### config.mk
export PLATFORM = sky130hd
export DESIGN_NAME = mac_dot_product
export DESIGN_NICKNAME = d
export VERILOG_FILES = /design/src/rtl/mac_pkg.sv /design/src/rtl/mac_unit.sv /design/src/rtl/mac_dot_product.sv
export SDC_FILE = /design/constraint.sdc
export NUM_CORES = 1
export LEC_CHECK = 0
export ABC_CLOCK_PERIOD_IN_PS = 9200
export CORE_MARGIN = 1.5
export CORE_UTILIZATION = 30
export CTS_BUF_LIST = sky130_fd_sc_hd__clkbuf_8
export DETAILED_ROUTE_END_ITERATION = 8
export PLACE_DENSITY = 0.47
export SKIP_CTS_REPAIR_TIMING = 1
export SYNTH_ARGS = -nofsm -noshare
export SYNTH_HDL_FRONTEND = slang
export SYNTH_SLANG_ARGS = --single-unit
### constraint.sdc
create_clock -name clk -period 9.2 [get_ports clk]
set_input_delay 1.84 -clock clk [delete_from_list [all_inputs] [get_ports clk]]
set_output_delay 1.84 -clock clk [all_outputs]
set_load 0.02 [all_outputs]
### src/rtl/mac_pkg.sv
// Shared types and sizing helpers for the dot-product engine.
package mac_pkg;

  typedef enum logic [1:0] {
    IDLE  = 2'd0,
    ACCUM = 2'd1,
    DONE  = 2'd2
  } state_t;

  // Bits needed to hold the sum of nterms signed k*n products without wrap.
  // The k+n product width already carries its own sign bit, so the growth
  // term is clog2(nterms) and the default 20-bit build is exactly sized.
  function automatic int min_acc_width(input int k, input int n, input int nterms);
    return k + n + $clog2(nterms);
  endfunction

endpackage

### src/rtl/mac_unit.sv
// Combinational multiply-accumulate: res = activation*weight + prev_res.
module MAC_unit #(
  parameter int n         = 8,
  parameter int b         = 8,
  parameter int k         = 8,
  parameter int res_width = 20
) (
  input  logic signed [k-1:0]         activation,
  input  logic signed [n-1:0]         weight,
  input  logic signed [res_width-1:0] prev_res,
  output logic signed [res_width-1:0] res
);

  logic signed [k+n-1:0] prod;

  if (res_width < k + n || res_width < b) begin : g_width_check
    $error("MAC_unit: res_width too small for product or bias");
  end

  assign prod = (k+n)'(activation) * (k+n)'(weight);
  assign res  = prev_res + res_width'(prod);

endmodule

### src/rtl/mac_dot_product.sv
// Sequential dot-product engine: bias load, N_TERMS streamed pairs folded
// through MAC_unit into a registered accumulator, one result per run.
//
// state | meaning
// IDLE  | waiting for a bias; bias_ready high
// ACCUM | accepting (activation, weight) pairs; in_ready high
// DONE  | result presented with out_valid until out_ready
module mac_dot_product
  import mac_pkg::*;
#(
  parameter int n         = 8,
  parameter int b         = 8,
  parameter int k         = 8,
  parameter int N_TERMS   = 16,
  parameter int acc_width = 20
) (
  input  logic                        clk,
  input  logic                        rst_n,
  input  logic                        bias_valid,
  output logic                        bias_ready,
  input  logic signed [b-1:0]         bias,
  input  logic                        in_valid,
  output logic                        in_ready,
  input  logic signed [k-1:0]         activation,
  input  logic signed [n-1:0]         weight,
  output logic                        out_valid,
  input  logic                        out_ready,
  output logic signed [acc_width-1:0] result,
  output logic                        busy
);

  localparam int cnt_w = $clog2(N_TERMS + 1);
  localparam logic [cnt_w-1:0] last_cnt = cnt_w'(N_TERMS - 1);

  if (N_TERMS < 1 || acc_width < min_acc_width(k, n, N_TERMS) || acc_width < b) begin : g_param_check
    $error("mac_dot_product: N_TERMS must be >= 1 and acc_width wide enough");
  end

  state_t                      state, state_nxt;
  logic signed [acc_width-1:0] acc, acc_nxt, mac_res, bias_ext;
  logic [cnt_w-1:0]            cnt, cnt_nxt;

  MAC_unit #(
    .n         (n),
    .b         (b),
    .k         (k),
    .res_width (acc_width)
  ) u_mac (
    .activation (activation),
    .weight     (weight),
    .prev_res   (acc),
    .res        (mac_res)
  );

  assign bias_ext = acc_width'(bias);

  always_ff @(posedge clk or negedge rst_n) begin
    if (!rst_n) begin
      state <= IDLE;
      acc   <= '0;
      cnt   <= '0;
    end else begin
      state <= state_nxt;
      acc   <= acc_nxt;
      cnt   <= cnt_nxt;
    end
  end

  // Ready signals are constant within a state, so a handshake reduces to valid.
  always_comb begin
    state_nxt = state;
    acc_nxt   = acc;
    cnt_nxt   = cnt;
    case (state)
      IDLE: begin
        if (bias_valid) begin
          acc_nxt   = bias_ext;
          cnt_nxt   = '0;
          state_nxt = ACCUM;
        end
      end
      ACCUM: begin
        if (in_valid) begin
          acc_nxt = mac_res;
          cnt_nxt = cnt + 1'b1;
          if (cnt == last_cnt) state_nxt = DONE;
        end
      end
      DONE: begin
        if (out_ready) begin
          cnt_nxt   = '0;
          state_nxt = IDLE;
        end
      end
      default: begin
        state_nxt = IDLE;
        cnt_nxt   = '0;
      end
    endcase
  end

  assign bias_ready = (state == IDLE);
  assign in_ready   = (state == ACCUM);
  assign out_valid  = (state == DONE);
  assign busy       = (state != IDLE);
  assign result     = acc;

endmodule

==> results summary, run 1 <==
The flow ran to the end, and the final reports show no timing, DRC or antenna violations. In the post-synthesis netlist, the cell with the most instances is sky130_fd_sc_hd__inv_1. The count of different cell masters after synthesis came out at 43. Summed over all layers, the global routing overflow is 0. The max-slew violation count is 0. The pin count of the biggest net entering global routing is 35.

On the final layout, the worst hold slack is 482.6 ps. Counting stages on the worst path, the most repeated cell is sky130_fd_sc_hd__fa_1. The cell area after technology mapping came out at 0.004771 sq mm. TritonCTS built the clock tree. Of all flip-flops after synthesis, the portion carrying an async set or reset was 1.000. The element type at the critical path end is a register.

The clock reaches the later pin of the worst-skew pair after 270 ps. The antenna diode count came out at 0. On the critical path, the stage with the largest delay is an instance of sky130_fd_sc_hd__and2_1. Across every metal layer, demand over resource in global routing totals 0.1430. The maximum root-to-sink buffer count is 2. The commonest cells after synthesis are sky130_fd_sc_hd__inv_1, sky130_fd_sc_hd__fa_1, sky130_fd_sc_hd__nand2_1, sky130_fd_sc_hd__ha_1, sky130_fd_sc_hd__and2_1.

The number of flops mapped to enable cells by yosys came out at 0. Wires add up to 10,860 um. The number of antenna violations at the first check in global routing is 0.

The count of unresolved DRC violations after routing is 0. Using the TritonRoute via totals, the vias-per-cell ratio works out to 4.545. During synthesis, Yosys emitted a total of 0 warnings. For this run, the top clock speed supported by timing is 136.2 MHz. Setup repair after global routing left no endpoint under its margin. STA classifies the critical path startpoint as an input pin.

The max-capacitance violation count came out at 0. Averaged over all synthesized cells, the footprint is 9.561 sq um. In this run the horizontal extent of the chip is 129.1 um.

The number of detailed-route iterations in the first pass is 4. The layout net count came out at 714. The share of final-layout standard cells stronger than drive strength 1 is 0.01825. The least setup slack across all paths after layout came out at 1860 ps. The final weighted congestion in routability-driven placement came out at 0.8066. The min-delay analysis places its worst path in the category register to register. Row generation in the floorplan step produced 45 rows. The endpoint arrival time on the critical path came out at 7550 ps.

Of the synthesized area, sequential elements account for 0.1416. The number of filler instances in the final layout is 1,576. The detailed placer's ending HPWL is 9375 um. The worst slew margin relative to its limit is 0.2828. The clock edge transition at the registers on the reported setup and hold paths is 100 ps.

Clock skew on the completed layout was measured at 2.069 ps. The remaining antenna violation count after routing came out at 0. The final routed wire length divided by cell count came out at 14.31 um. The final total negative setup slack came out at 0 ps. The startpoint identified for the worst register-to-register timing path is result[6]. The count of buffers inserted at the top-level ports is 52. The peak fanout along the critical path is 13. The total nets after synthesis is 664. The core footprint is 0.01537 sq mm. The total vias in the final route is 3,450. TritonCTS created 3 clock buffers.

Among all flip-flop cells after synthesis, the most frequent one is sky130_fd_sc_hd__dfrtp_1. The overall die height is 129.1 um. The first-pass GRT wire length is 19,040 um. The setup path with the least slack is of type input pin to register.

The post-synthesis instance total is 499. The transition at the pin with the smallest max-transition slack is 1076 ps. The detailed router finished its first iteration with 145 violations. For this run, the number of standard cells in the final layout without fillers is 759.

In this run, placement finished with an instance count of 755. The die covers 0.01667 sq mm. The number of sinks on the clock net came out at 27. The number of hold-slack violations in the final timing report is 0. The number of global-route vias before repair is 3,742. By area the synthesized netlist is led by sky130_fd_sc_hd__fa_1, sky130_fd_sc_hd__dfrtp_1, sky130_fd_sc_hd__ha_1.

The largest single stage delay on the critical path is 710 ps. From synthesis to final layout, the design area changed by 16.65%. The total I/O pin count is 53.

The pre-CTS setup slack is 1582 ps. The clock period minus final worst setup slack is 7340 ps. The share of the cycle needed by the critical path after routing is 0.7978. Of the post-synthesis cell area, the dominant cell type holds 0.3693. The root buffer cell is sky130_fd_sc_hd__clkbuf_8. Counting flops and latches in the post-synthesis netlist gives 27.

The number of H-tree branching levels came out at 1. The critical path goes through clkdlybuf4s50_1 -> and2_1 -> inv_1 -> fa_1 -> inv_1 -> fa_1 -> fa_1 -> fa_1 -> fa_1 -> ha_1 -> o21ai_0 -> o211ai_1 -> nand4_1 -> a21boi_0 -> mux2_2 -> o21ai_1. The slack of the worst reg-to-reg path is 4370 ps.

The critical path starts at weight[0]. The initial utilization of the core area, before any placement, comes to 0.3104. The final-report setup violation count came out at 0. Data on the critical path is required at its endpoint by 9410 ps.

The synthesized design spends more area on one cell type than any other, namely sky130_fd_sc_hd__fa_1. The worst hold path begins at cnt[3].
==> area by class of cell <==
class	count	area, sq um	share of cell area
Tap cell	211	264.0	0.04744
Clock inverter	1	3.754	0.0006745
Multi-Input combinational cell	366	3685	0.6621
Timing Repair Buffer	53	528.0	0.09487
Inverter	98	367.9	0.06610
Clock buffer	3	41.29	0.007419
Sequential cell	27	675.6	0.1214
==> cells in the final DEF (no fill, tap or decap), drive strengths merged, types with 2 or more instances in the layout <==
master         Yosys  final
a211oi             2      2
a21boi             2      2
a21o               3      3
a21oi             25     25
a31oi              3      3
and2              35     35
and3               3      3
clkbuf             3      3
clkdlybuf4s50      0     52
clkinv             2      2
dfrtp             27     27
fa                88     88
ha                48     48
inv               96     97
mux2               2      2
mux2i              8      8
nand2             53     53
nand2b             3      3
nand3              3      3
nand4              6      6
nor2              17     17
nor3               2      2
o21ai             28     28
o21bai             3      3
o22ai              2      2
or2                2      2
xnor2             14     14
xor2               4      4
==> sequential cells by signal, summed over array words and instances (netlist names) <==
signal  flops
result     20
cnt         5
state       2
==> per-layer routing <==
layer,up-vias,wire (um),global-route usage
li1,1669,-,-
met1,1722,5259,0.2089
met2,53,5218,0.2378
met3,6,332,0.01321
met4,0,49,0.01586
met5,-,0,0
==> stage by stage <==
step | utilization | instance area, sq um
2_1_floorplan | - | 4771
3_3_place_gp | 0.3591 | 5520
3_5_place_dp | 0.3591 | 5520
4_1_cts | 0.3621 | 5565
5_1_grt | 0.3621 | 5565
6_report | 0.3621 | 5565
==> worst max-delay path, delay by kind of cell <==
kind	cells	cell delay (ps)
compound gates	4	780
mux	1	360
fa+ha+maj	6	2820
simple gates	2	930
buf+inv	3	800
==> worst paths after layout <==
path,cells after the start,endpoint
worst max-delay path,16,result[17]
worst min-delay path,1,cnt[3]
worst max register to register,16,result[17]
worst min register to register,1,cnt[3]
max in group asynchronous,2,result[3]
min in group asynchronous,2,result[19]
==> kinds of logic (layout without fill, tap and decap cells) <==
group           count (synthesis)  after routing  share of synthesized area
fa+ha+maj                     136            136                     0.4951
simple gates                  127            127                     0.1301
buf+inv                       106            155                    0.08602
compound gates                 75             75                    0.09258
flops                          27             27                     0.1416
xor+xnor                       18             18                    0.03304
mux                            10             10                    0.02151
Power of run 1 is not shown: default switching activity piles up to over one toggle a cycle in this logic, so the estimate is an artifact.
==> run 2, diff against run 1 <==
--- a/config.mk
+++ b/config.mk
@@ -5,12 +5,12 @@
 export SDC_FILE = /design/constraint.sdc
 export NUM_CORES = 1
 export LEC_CHECK = 0
-export ABC_CLOCK_PERIOD_IN_PS = 9200
+export ABC_CLOCK_PERIOD_IN_PS = 6150
 export CORE_MARGIN = 1.5
 export CORE_UTILIZATION = 30
 export CTS_BUF_LIST = sky130_fd_sc_hd__clkbuf_8
 export DETAILED_ROUTE_END_ITERATION = 8
-export PLACE_DENSITY = 0.47
+export PLACE_DENSITY = 0.49
 export SKIP_CTS_REPAIR_TIMING = 1
 export SYNTH_ARGS = -nofsm -noshare
 export SYNTH_HDL_FRONTEND = slang
==> constraint.sdc (replaced) <==
create_clock -name clk -period 6.15 [get_ports clk]
set_input_delay 1.23 -clock clk [delete_from_list [all_inputs] [get_ports clk]]
set_output_delay 1.23 -clock clk [all_outputs]
set_load 0.02 [all_outputs]
==> run 2 against run 1 <==
Net effect: global-route usage is 0.089 points lower; die area unchanged; design area grew 6.7%; setup slack got worse by 1700 ps; routed wire length grew 3.1%; via count increased by 4.2%; critical path depth decreased by 1; final cell count increased by 6.1%.
==> results summary, run 2 (synthesized netlist as in run 1, its figures left out) <==
The final total negative setup slack came to 0 ps (unchanged). The number of hold-slack violations in the final timing report came out at 0 (unchanged). The total I/O pin count is 53 (unchanged). The final-report setup violation count was 0 (unchanged). The count of unresolved DRC violations after routing came out at 0 (unchanged). The number of flip-flops in the largest register came out at 20 (unchanged). The source of the worst hold timing path is cnt[3] (unchanged). The most common cell after layout, fill and taps aside is sky130_fd_sc_hd__inv_1 (unchanged). The detailed placer's ending HPWL came to 9847 um (was 9375 um).

The pin count of the biggest net entering global routing was 35 (unchanged). The cell depth of the worst hold path came out at 1 (unchanged). The CTS buffer count is 3 (unchanged). Outcome: finished, final reports clean (unchanged). The worst slew margin relative to its limit is 0.3065 (was 0.2828). The antenna diode count is 0 (unchanged). The via count normalized by instance count came out at 4.465 (was 4.545). Crit path cell chain: clkdlybuf4s50_1 -> and2_1 -> fa_1 -> fa_1 -> fa_1 -> fa_1 -> ha_1 -> ha_1 -> a21o_1 -> a21oi_1 -> a21oi_1 -> o41ai_2 -> buf_4 -> mux2i_1 -> nand2_1 (was clkdlybuf4s50_1 -> and2_1 -> inv_1 -> fa_1 -> inv_1 -> fa_1 -> fa_1 -> fa_1 -> fa_1 -> ha_1 -> o21ai_0 -> o211ai_1 -> nand4_1 -> a21boi_0 -> mux2_2 -> o21ai_1). The latest clock arrival within the worst-skew pair is 270 ps (about the same).

The clock edge transition at the registers on the reported setup and hold paths came out at 90 ps (was 100 ps). The remaining antenna violation count after routing came out at 0 (unchanged). The count of buffer and inverter cells on the critical path is 2 (was 3). Setup repair after global routing missed its margin: false (unchanged). The post-synthesis to final-layout area growth is 24.52% (was 16.65%). The peak fanout along the critical path was 6 (was 13). The class of the tightest hold or removal check is register to register (unchanged). The share of final-layout standard cells stronger than drive strength 1 came out at 0.09428 (was 0.01825). The final standard cell area without fillers is 0.005941 sq mm (was 0.005565 sq mm). The final weighted congestion in routability-driven placement is 0.8549 (was 0.8066). The final wirelength is 11,200 um (was 10,860 um).

The final routed wire length divided by cell count came out at 13.91 um (was 14.31 um). The number of cells on the worst reg-to-reg path was 17 (was 16). The chip width came out at 129.1 um (unchanged). The slack of the worst reg-to-reg path is 1390 ps (was 4370 ps). The number of placed instances with taps included is 800 (was 755). The core footprint is 0.01537 sq mm (unchanged). The number of cell rows is 45 (unchanged).

The final global-route overflow total is 0 (unchanged). The setup clock skew after layout is 3.800 ps (was 2.069 ps). The element type at the critical path end is a register (unchanged). The root buffer cell is sky130_fd_sc_hd__clkbuf_8 (unchanged). The delay of the slowest critical-path stage is 630 ps (was 710 ps). The worst setup path category was input pin to register (unchanged). The number of sinks on the clock net came out at 27 (unchanged). The total area of sequential cells came to 675.6 sq um (unchanged). The cell with the most instances on the worst path is sky130_fd_sc_hd__fa_1 (unchanged). The number of antenna violations at the first check in global routing came out at 0 (unchanged). The endpoint of the most critical register-to-register path is result[18] (was result[17]). The TritonCTS clock tree is done (unchanged). The capture endpoint of the worst hold path is cnt[3] (unchanged). The overall die height is 129.1 um (unchanged). The max-capacitance violation count came out at 0 (unchanged).

The max-slew violation count came out at 0 (unchanged). The first-pass GRT wire length is 18,920 um (was 19,040 um). The endpoint arrival time on the critical path came out at 6140 ps (was 7550 ps). The total vias in the final route is 3,594 (was 3,450).

The transition at the pin with the smallest max-transition slack is 1040 ps (was 1076 ps). The number of filler instances in the final layout is 1,552 (was 1,576). The number of detailed-route iterations in the first pass is 4 (unchanged). The critical path data required time is 6320 ps (was 9410 ps). The filler-free cell count of the finished design is 805 (was 759). The clock period minus final worst setup slack is 5968 ps. The number of H-tree branching levels came out at 1 (unchanged). The count of buffers inserted at the top-level ports came to 52 (unchanged).

The fmax is 167.6 MHz. The share of the cycle needed by the critical path after routing came out at 0.9704. The effective utilization at floorplan came out at 0.3104 (unchanged). The maximum root-to-sink buffer count came out at 2 (unchanged).

The cell with the largest stage delay on the worst path is sky130_fd_sc_hd__clkdlybuf4s50_1 (was sky130_fd_sc_hd__and2_1). The post-placement cell area was 0.005883 sq mm (was 0.005520 sq mm). The starting DRC count in detailed routing is 156 (was 145). The worst hold slack after final layout is 485.4 ps (was 482.6 ps). The origin of the critical flop-to-flop path was result[6] (unchanged).

The layout net count is 760 (was 714). The overall fraction of global-route tracks in use was 0.1421 (was 0.1430). Most frequent cells in the layout: sky130_fd_sc_hd__inv_1, sky130_fd_sc_hd__fa_1, sky130_fd_sc_hd__nand2_1, sky130_fd_sc_hd__clkdlybuf4s50_1, sky130_fd_sc_hd__ha_1 (unchanged). The family with the most delay on the worst path was adder cells (unchanged). The total area of multi-input combinational cells is 0.003685 sq mm (unchanged). The kind of launch point of the worst setup path is an input pin (unchanged). The number of global-route vias before repair was 3,792 (was 3,742). The die outline area was 0.01667 sq mm (unchanged).
==> run 2: cell type report <==
cell class | instances | area share
clock buffers | 3 | 0.006950
clock inverters | 1 | 0.0006318
inverters | 98 | 0.06192
well taps | 211 | 0.04444
repair buffers | 99 | 0.1521
multi-input cells | 366 | 0.6203
flip-flops and latches | 27 | 0.1137
==> run 2: worst max path at each step <==
stage	depth (start not counted)	slack, ps	startpoint	endpoint
floorplan	15	260	weight[0]	result[17]
global placement	15	-30	activation[0]	result[17]
detailed placement	14	-80	weight[1]	result[18]
CTS	15	190	activation[2]	result[17]
global route	16	7	weight[3]	result[19]
finish	15	180	weight[1]	result[18]
==> run 2: stage by stage <==
stage                       util  setup slack, ps
after floorplan                -            260.4
after global placement    0.3827           -30.47
after detailed placement  0.3827           -83.55
after CTS                 0.3857            191.6
after global routing      0.3865            6.805
final                     0.3865            181.9
==> run 2: layer usage <==
layer | up-vias | track usage | routed length [um]
met5 | - | 0 | 0
met4 | 0 | 0.01058 | 46
met3 | 4 | 0.01115 | 230
met2 | 42 | 0.2484 | 5558
met1 | 1781 | 0.2010 | 5363
li1 | 1767 | - | -
Power of run 2 is left out for the same reason.
==> run 3, diff against run 2 <==
--- a/config.mk
+++ b/config.mk
@@ -7,10 +7,11 @@
 export LEC_CHECK = 0
 export ABC_CLOCK_PERIOD_IN_PS = 6150
 export CORE_MARGIN = 1.5
-export CORE_UTILIZATION = 30
+export CORE_UTILIZATION = 54
 export CTS_BUF_LIST = sky130_fd_sc_hd__clkbuf_8
+export CTS_CLUSTER_SIZE = 30
 export DETAILED_ROUTE_END_ITERATION = 8
-export PLACE_DENSITY = 0.49
+export PLACE_DENSITY = 0.79
 export SKIP_CTS_REPAIR_TIMING = 1
 export SYNTH_ARGS = -nofsm -noshare
 export SYNTH_HDL_FRONTEND = slang
==> run 3 against run 2 <==
Net effect: via count is 2.1% higher; sequential share of layout area is 0.44 points higher; first-iteration DRC count is 12% lower; routed wire length is 3.6% lower; highest routed layer unchanged; critical path type unchanged; fmax is 0.18% higher; critical endpoint is now result[16]; die area is 44% lower; register-to-register slack better by 70 ps; design area is 3.7% lower; worst hold slack worse by 0.94 ps; clock skew is 3.2 ps higher.
==> results summary, run 3 (synthesized netlist as in run 1, its figures left out) <==
The count of buffers inserted at the top-level ports came out at 52 (unchanged). The number of global-route vias before repair is 4,173 (was 3,792). The final routed wire length divided by cell count is 15.59 um (was 13.91 um). The overall fraction of global-route tracks in use is 0.2491 (was 0.1421). The element type at the critical path end was a register (unchanged).

The first-pass GRT wire length is 19,230 um (was 18,920 um). The detailed placer's ending HPWL came out at 9356 um (was 9847 um). Setup repair after global routing missed its margin: false (unchanged). Most frequent cells in the layout: sky130_fd_sc_hd__inv_1, sky130_fd_sc_hd__fa_1, sky130_fd_sc_hd__nand2_1, sky130_fd_sc_hd__clkdlybuf4s50_1, sky130_fd_sc_hd__ha_1 (unchanged). The peak fanout along the critical path is 3 (was 6). The final cell utilization of the core was 0.6621 (was 0.3865).

The final weighted congestion in routability-driven placement is 0.8788 (was 0.8549). The number of H-tree branching levels came out at 1 (unchanged). The effective utilization at floorplan came out at 0.5524 (was 0.3104).

The max-slew violation count is 0 (unchanged). The worst setup path category is input pin to register (unchanged). The root buffer cell was sky130_fd_sc_hd__clkbuf_8 (unchanged). The share of the cycle needed by the critical path after routing is 0.9687 (was 0.9704). The final-report setup violation count is 0 (unchanged). The CTS buffer count is 3 (unchanged). The maximum root-to-sink buffer count is 2 (unchanged).

The class of the tightest hold or removal check is register to register (unchanged). The count of unresolved DRC violations after routing came to 0 (unchanged). The final wirelength is 10,790 um (was 11,200 um).

The number of sinks on the clock net came out at 27 (unchanged). The total I/O pin count is 53 (unchanged). The number of filler instances in the final layout is 691 (was 1,552). The worst hold slack after final layout is 484.4 ps (was 485.4 ps). The remaining antenna violation count after routing came out at 0 (unchanged).

The number of cell rows came out at 34 (was 45). The latest clock arrival within the worst-skew pair came to 280 ps (was 270 ps). The layout net count was 750 (was 760). The via count normalized by instance count came out at 5.301 (was 4.465). The core footprint was 0.008636 sq mm (was 0.01537 sq mm).

The clock period minus final worst setup slack came out at 5957 ps (was 5968 ps). The number of hold-slack violations in the final timing report came out at 0 (unchanged). The number of detailed-route iterations in the first pass was 4 (unchanged). The total vias in the final route was 3,668 (was 3,594). The overall die height came out at 97.00 um (was 129.1 um). The number of flip-flops in the largest register came out at 20 (unchanged). The post-synthesis to final-layout area growth is 19.85% (was 24.52%). The kind of launch point of the worst setup path is an input pin (unchanged). The clock edge transition at the registers on the reported setup and hold paths came out at 100 ps (was 90 ps). The max-capacitance violation count came to 0 (unchanged). The setup clock skew after layout came to 6.974 ps (was 3.800 ps). The antenna diode count is 0 (unchanged).

The critical path data required time came out at 6370 ps (was 6320 ps). The share of final-layout standard cells stronger than drive strength 1 was 0.08390 (was 0.09428). The chip width came out at 97.00 um (was 129.1 um). Outcome: finished, final reports clean (unchanged).

The starting DRC count in detailed routing came out at 137 (was 156). The TritonCTS clock tree was done (unchanged). The number of antenna violations at the first check in global routing is 0 (unchanged).

The endpoint arrival time on the critical path was 6170 ps (was 6140 ps). The final global-route overflow total came out at 0 (unchanged). The most common cell after layout, fill and taps aside is sky130_fd_sc_hd__inv_1 (unchanged). The die outline area is 0.009408 sq mm (was 0.01667 sq mm). The worst slew margin relative to its limit is 0.2929 (was 0.3065). The fmax came to 167.9 MHz (was 167.6 MHz). The transition at the pin with the smallest max-transition slack came out at 1061 ps (was 1040 ps). The pin count of the biggest net entering global routing is 35 (unchanged).
[run 3: cell type report]
| cell class | count | area, sq um | share of cell area |
|---|---|---|---|
| timing repair buffer | 89 | 798.3 | 0.1396 |
| sequential | 27 | 675.6 | 0.1182 |
| clock inverter | 1 | 7.507 | 0.001313 |
| clock buffer | 3 | 41.29 | 0.007221 |
| multi-input combinational | 366 | 3692 | 0.6457 |
| tap | 108 | 135.1 | 0.02363 |
| inverter | 98 | 367.9 | 0.06433 |
[run 3: path summary, 6_finish.rpt]
path,cells after the start,slack (ps),start,endpoint
worst min-delay path,1,480,cnt[3],cnt[3]
worst max register to register,17,1460,result[6],result[16]
max in group asynchronous,2,4560,rst_n,result[8]
worst max-delay path,17,190,weight[0],result[16]
worst min register to register,1,480,cnt[3],cnt[3]
min in group asynchronous,2,1320,rst_n,cnt[1]
[run 3: stage by stage]
| stage | cells | TNS, ps | worst slack [ps] | instance area (sq um) |
|---|---|---|---|---|
| 2_1_floorplan | 499 | 0 | 260.4 | 4771 |
| 3_3_place_gp | 688 | -214.3 | -111.1 | 5662 |
| 3_5_place_dp | 688 | -432.7 | -186.2 | 5662 |
| 4_1_cts | 692 | 0 | 115.4 | 5710 |
| 5_1_grt | 692 | 0 | 20.65 | 5718 |
| 6_report | 692 | 0 | 192.6 | 5718 |
[run 3: metal layers]
layer,track usage,part of all wire,vias to the layer above
met3,0.02601,0.032,16
li1,-,-,1742
met4,0.05240,0.014,0
met1,0.3186,0.42,1823
met2,0.4572,0.53,87
met5,0,0,-
[run 3: worst max-delay path: stages]
cell,delay [ps]
sky130_fd_sc_hd__clkdlybuf4s50_1,560
sky130_fd_sc_hd__and2_1,180
sky130_fd_sc_hd__inv_1,50
sky130_fd_sc_hd__fa_1,480
sky130_fd_sc_hd__inv_1,50
sky130_fd_sc_hd__fa_1,530
sky130_fd_sc_hd__fa_1,480
sky130_fd_sc_hd__fa_1,590
sky130_fd_sc_hd__fa_1,460
sky130_fd_sc_hd__ha_1,330
sky130_fd_sc_hd__buf_4,110
sky130_fd_sc_hd__nand4_1,100
sky130_fd_sc_hd__a21oi_1,270
sky130_fd_sc_hd__o41ai_2,110
sky130_fd_sc_hd__buf_4,150
sky130_fd_sc_hd__or4_1,390
sky130_fd_sc_hd__nand3_1,80
Power of run 3 is left out for the same reason.
==> RTL edit: new RTL, flow settings as in run 3 <==
The 3 states of `state_t` get a one-hot encoding in 3 bits.
--- a/src/rtl/mac_pkg.sv
+++ b/src/rtl/mac_pkg.sv
@@ -3,6 +3,6 @@
 
-  typedef enum logic [1:0] {
-    IDLE  = 2'd0,
-    ACCUM = 2'd1,
-    DONE  = 2'd2
+  typedef enum logic [2:0] {
+    IDLE  = 3'b001,
+    ACCUM = 3'b010,
+    DONE  = 3'b100
   } state_t;
Behaviour: same outputs for any inputs over 10 cycles, from zero or initial values and one cycle with rst_n low; not proved beyond that.
==> RTL edit against run 3 <==
Count of clock-buffer cells in the layout did not move; worst setup slack gained 19 ps; routed wire length grew 2.4%; sequential cell count up 1; worst hold slack improved by 5.5 ps; cell area rose by 0.26%; area after synthesis rose by 1.9%; critical path type unchanged.
Power is not shown: default switching activity piles up to over one toggle a cycle in this logic, so the estimate is an artifact.
==> RTL edit: results (changes against run 3) <==
metric,value,unit,change
vias per std cell,5.530,,+4.3%
worst reg2reg startpoint,result[4]$_DFFE_PN0P_,,
Worst path slowest cell,clkdlybuf4s50_1,,
Max Clock Skew,15.99,ps,+9.018 ps
crit-path max cell delay,680,ps,+90 ps
wire length per cell,15.95,um,+2.3%
GPL Wtd Cong,0.9365,,+6.6%
CTS Buffer Depth,2,,unchanged
sequential-to-total area share from yosys stat,14.44,%,+0.28 points
Critical Path Start,activation[3],,
"Setup violations, final",0,,unchanged
"Distinct cells, synth",47,,+9.3%
crit path max fanout,8,,+5
Worst Path Arrival,6100,ps,-70 ps
GRT overflow,0,,unchanged
status,completed,,
layout cell share with drive strength beyond 1,7.350,%,-1.0 points
drt initial violations,147,,+7.3%
Detailed Place HPWL,9456,um,+1.1%
drt pass-1 iters,4,,unchanged
worst skew pair latency,280,ps,about the same
crit path to,result[18]$_DFFE_PN0P_,,
Total GRT Usage,24.62,%,-0.29 points
post-synth net total,677,,+2.0%
initial antenna violation count,0,,unchanged
NumNets Final,751,,+0.13%
most common flop cell mapped by yosys,dfrtp_1,,
vias in the first global route,4183,,+0.24%
Post-synth top cells,"inv_1 (95), fa_1 (88), nand2_1 (59)",,
worst relative slew slack,23.68,%,-5.6 points
largest net degree at the start of global routing,29,,-17%
Synth area leaders,"fa_1 (36%), dfrtp_1 (14%), ha_1 (12%)",,
[RTL edit: worst min-delay path by stage]
stage | start | to | slack, ps | cells after the start
after floorplan | cnt[3]$_DFFE_PN0P_ | cnt[3]$_DFFE_PN0P_ | 440 | 1
after CTS | cnt[3]$_DFFE_PN0P_ | cnt[3]$_DFFE_PN0P_ | 490 | 1
after global placement | cnt[4]$_DFFE_PN0P_ | cnt[4]$_DFFE_PN0P_ | 460 | 2
final | cnt[3]$_DFFE_PN0P_ | cnt[3]$_DFFE_PN0P_ | 490 | 1
after global routing | cnt[3]$_DFFE_PN0P_ | cnt[3]$_DFFE_PN0P_ | 520 | 1
after detailed placement | cnt[3]$_DFFE_PN0P_ | cnt[3]$_DFFE_PN0P_ | 470 | 1
[RTL edit: final cells by class]
class	count	area, um2
clock buffers	3	41.29
inverters	97	369.1
fillers	737	2988
clock inverters	1	3.754
multi-input cells	379	3761
well taps	108	135.1
flip-flops and latches	28	701.9
repair buffers	77	720.7
[RTL edit: cells by family after synthesis]
logic type / after synthesis / synth area share (%)
AND/OR/NAND/NOR: 139 / 14.42
adder cells (fa/ha/maj): 136 / 48.61
buffers and inverters: 105 / 8.290
AO/OA/AOI/OAI: 84 / 10.63
flip-flops: 28 / 14.44
XOR/XNOR: 20 / 3.604
[RTL edit: per-stage QoR]
| stage | hold slack (ps) | setup WS, ps | instance area (um2) | instances | setup TNS (ps) |
|---|---|---|---|---|---|
| 2_1_floorplan | 437.2 | 376.3 | 4860 | 512 | 0 |
| 3_3_place_gp | 464.6 | -15.85 | 5682 | 689 | -15.85 |
| 3_5_place_dp | 474.4 | -63.19 | 5682 | 689 | -226.8 |
| 4_1_cts | 489.8 | 184.1 | 5727 | 693 | 0 |
| 5_1_grt | 518.8 | 0.1488 | 5733 | 693 | 0 |
| 6_report | 489.9 | 211.6 | 5733 | 693 | 0 |
[RTL edit: metal layers]
metal | vias to the layer above | global-route usage [%] | routed length, um
li1 | 1765 | - | -
met1 | 1928 | 32.08 | 4599
met2 | 107 | 43.29 | 5671
met3 | 32 | 2.935 | 453
met4 | 0 | 7.143 | 328
met5 | - | 0 | 0
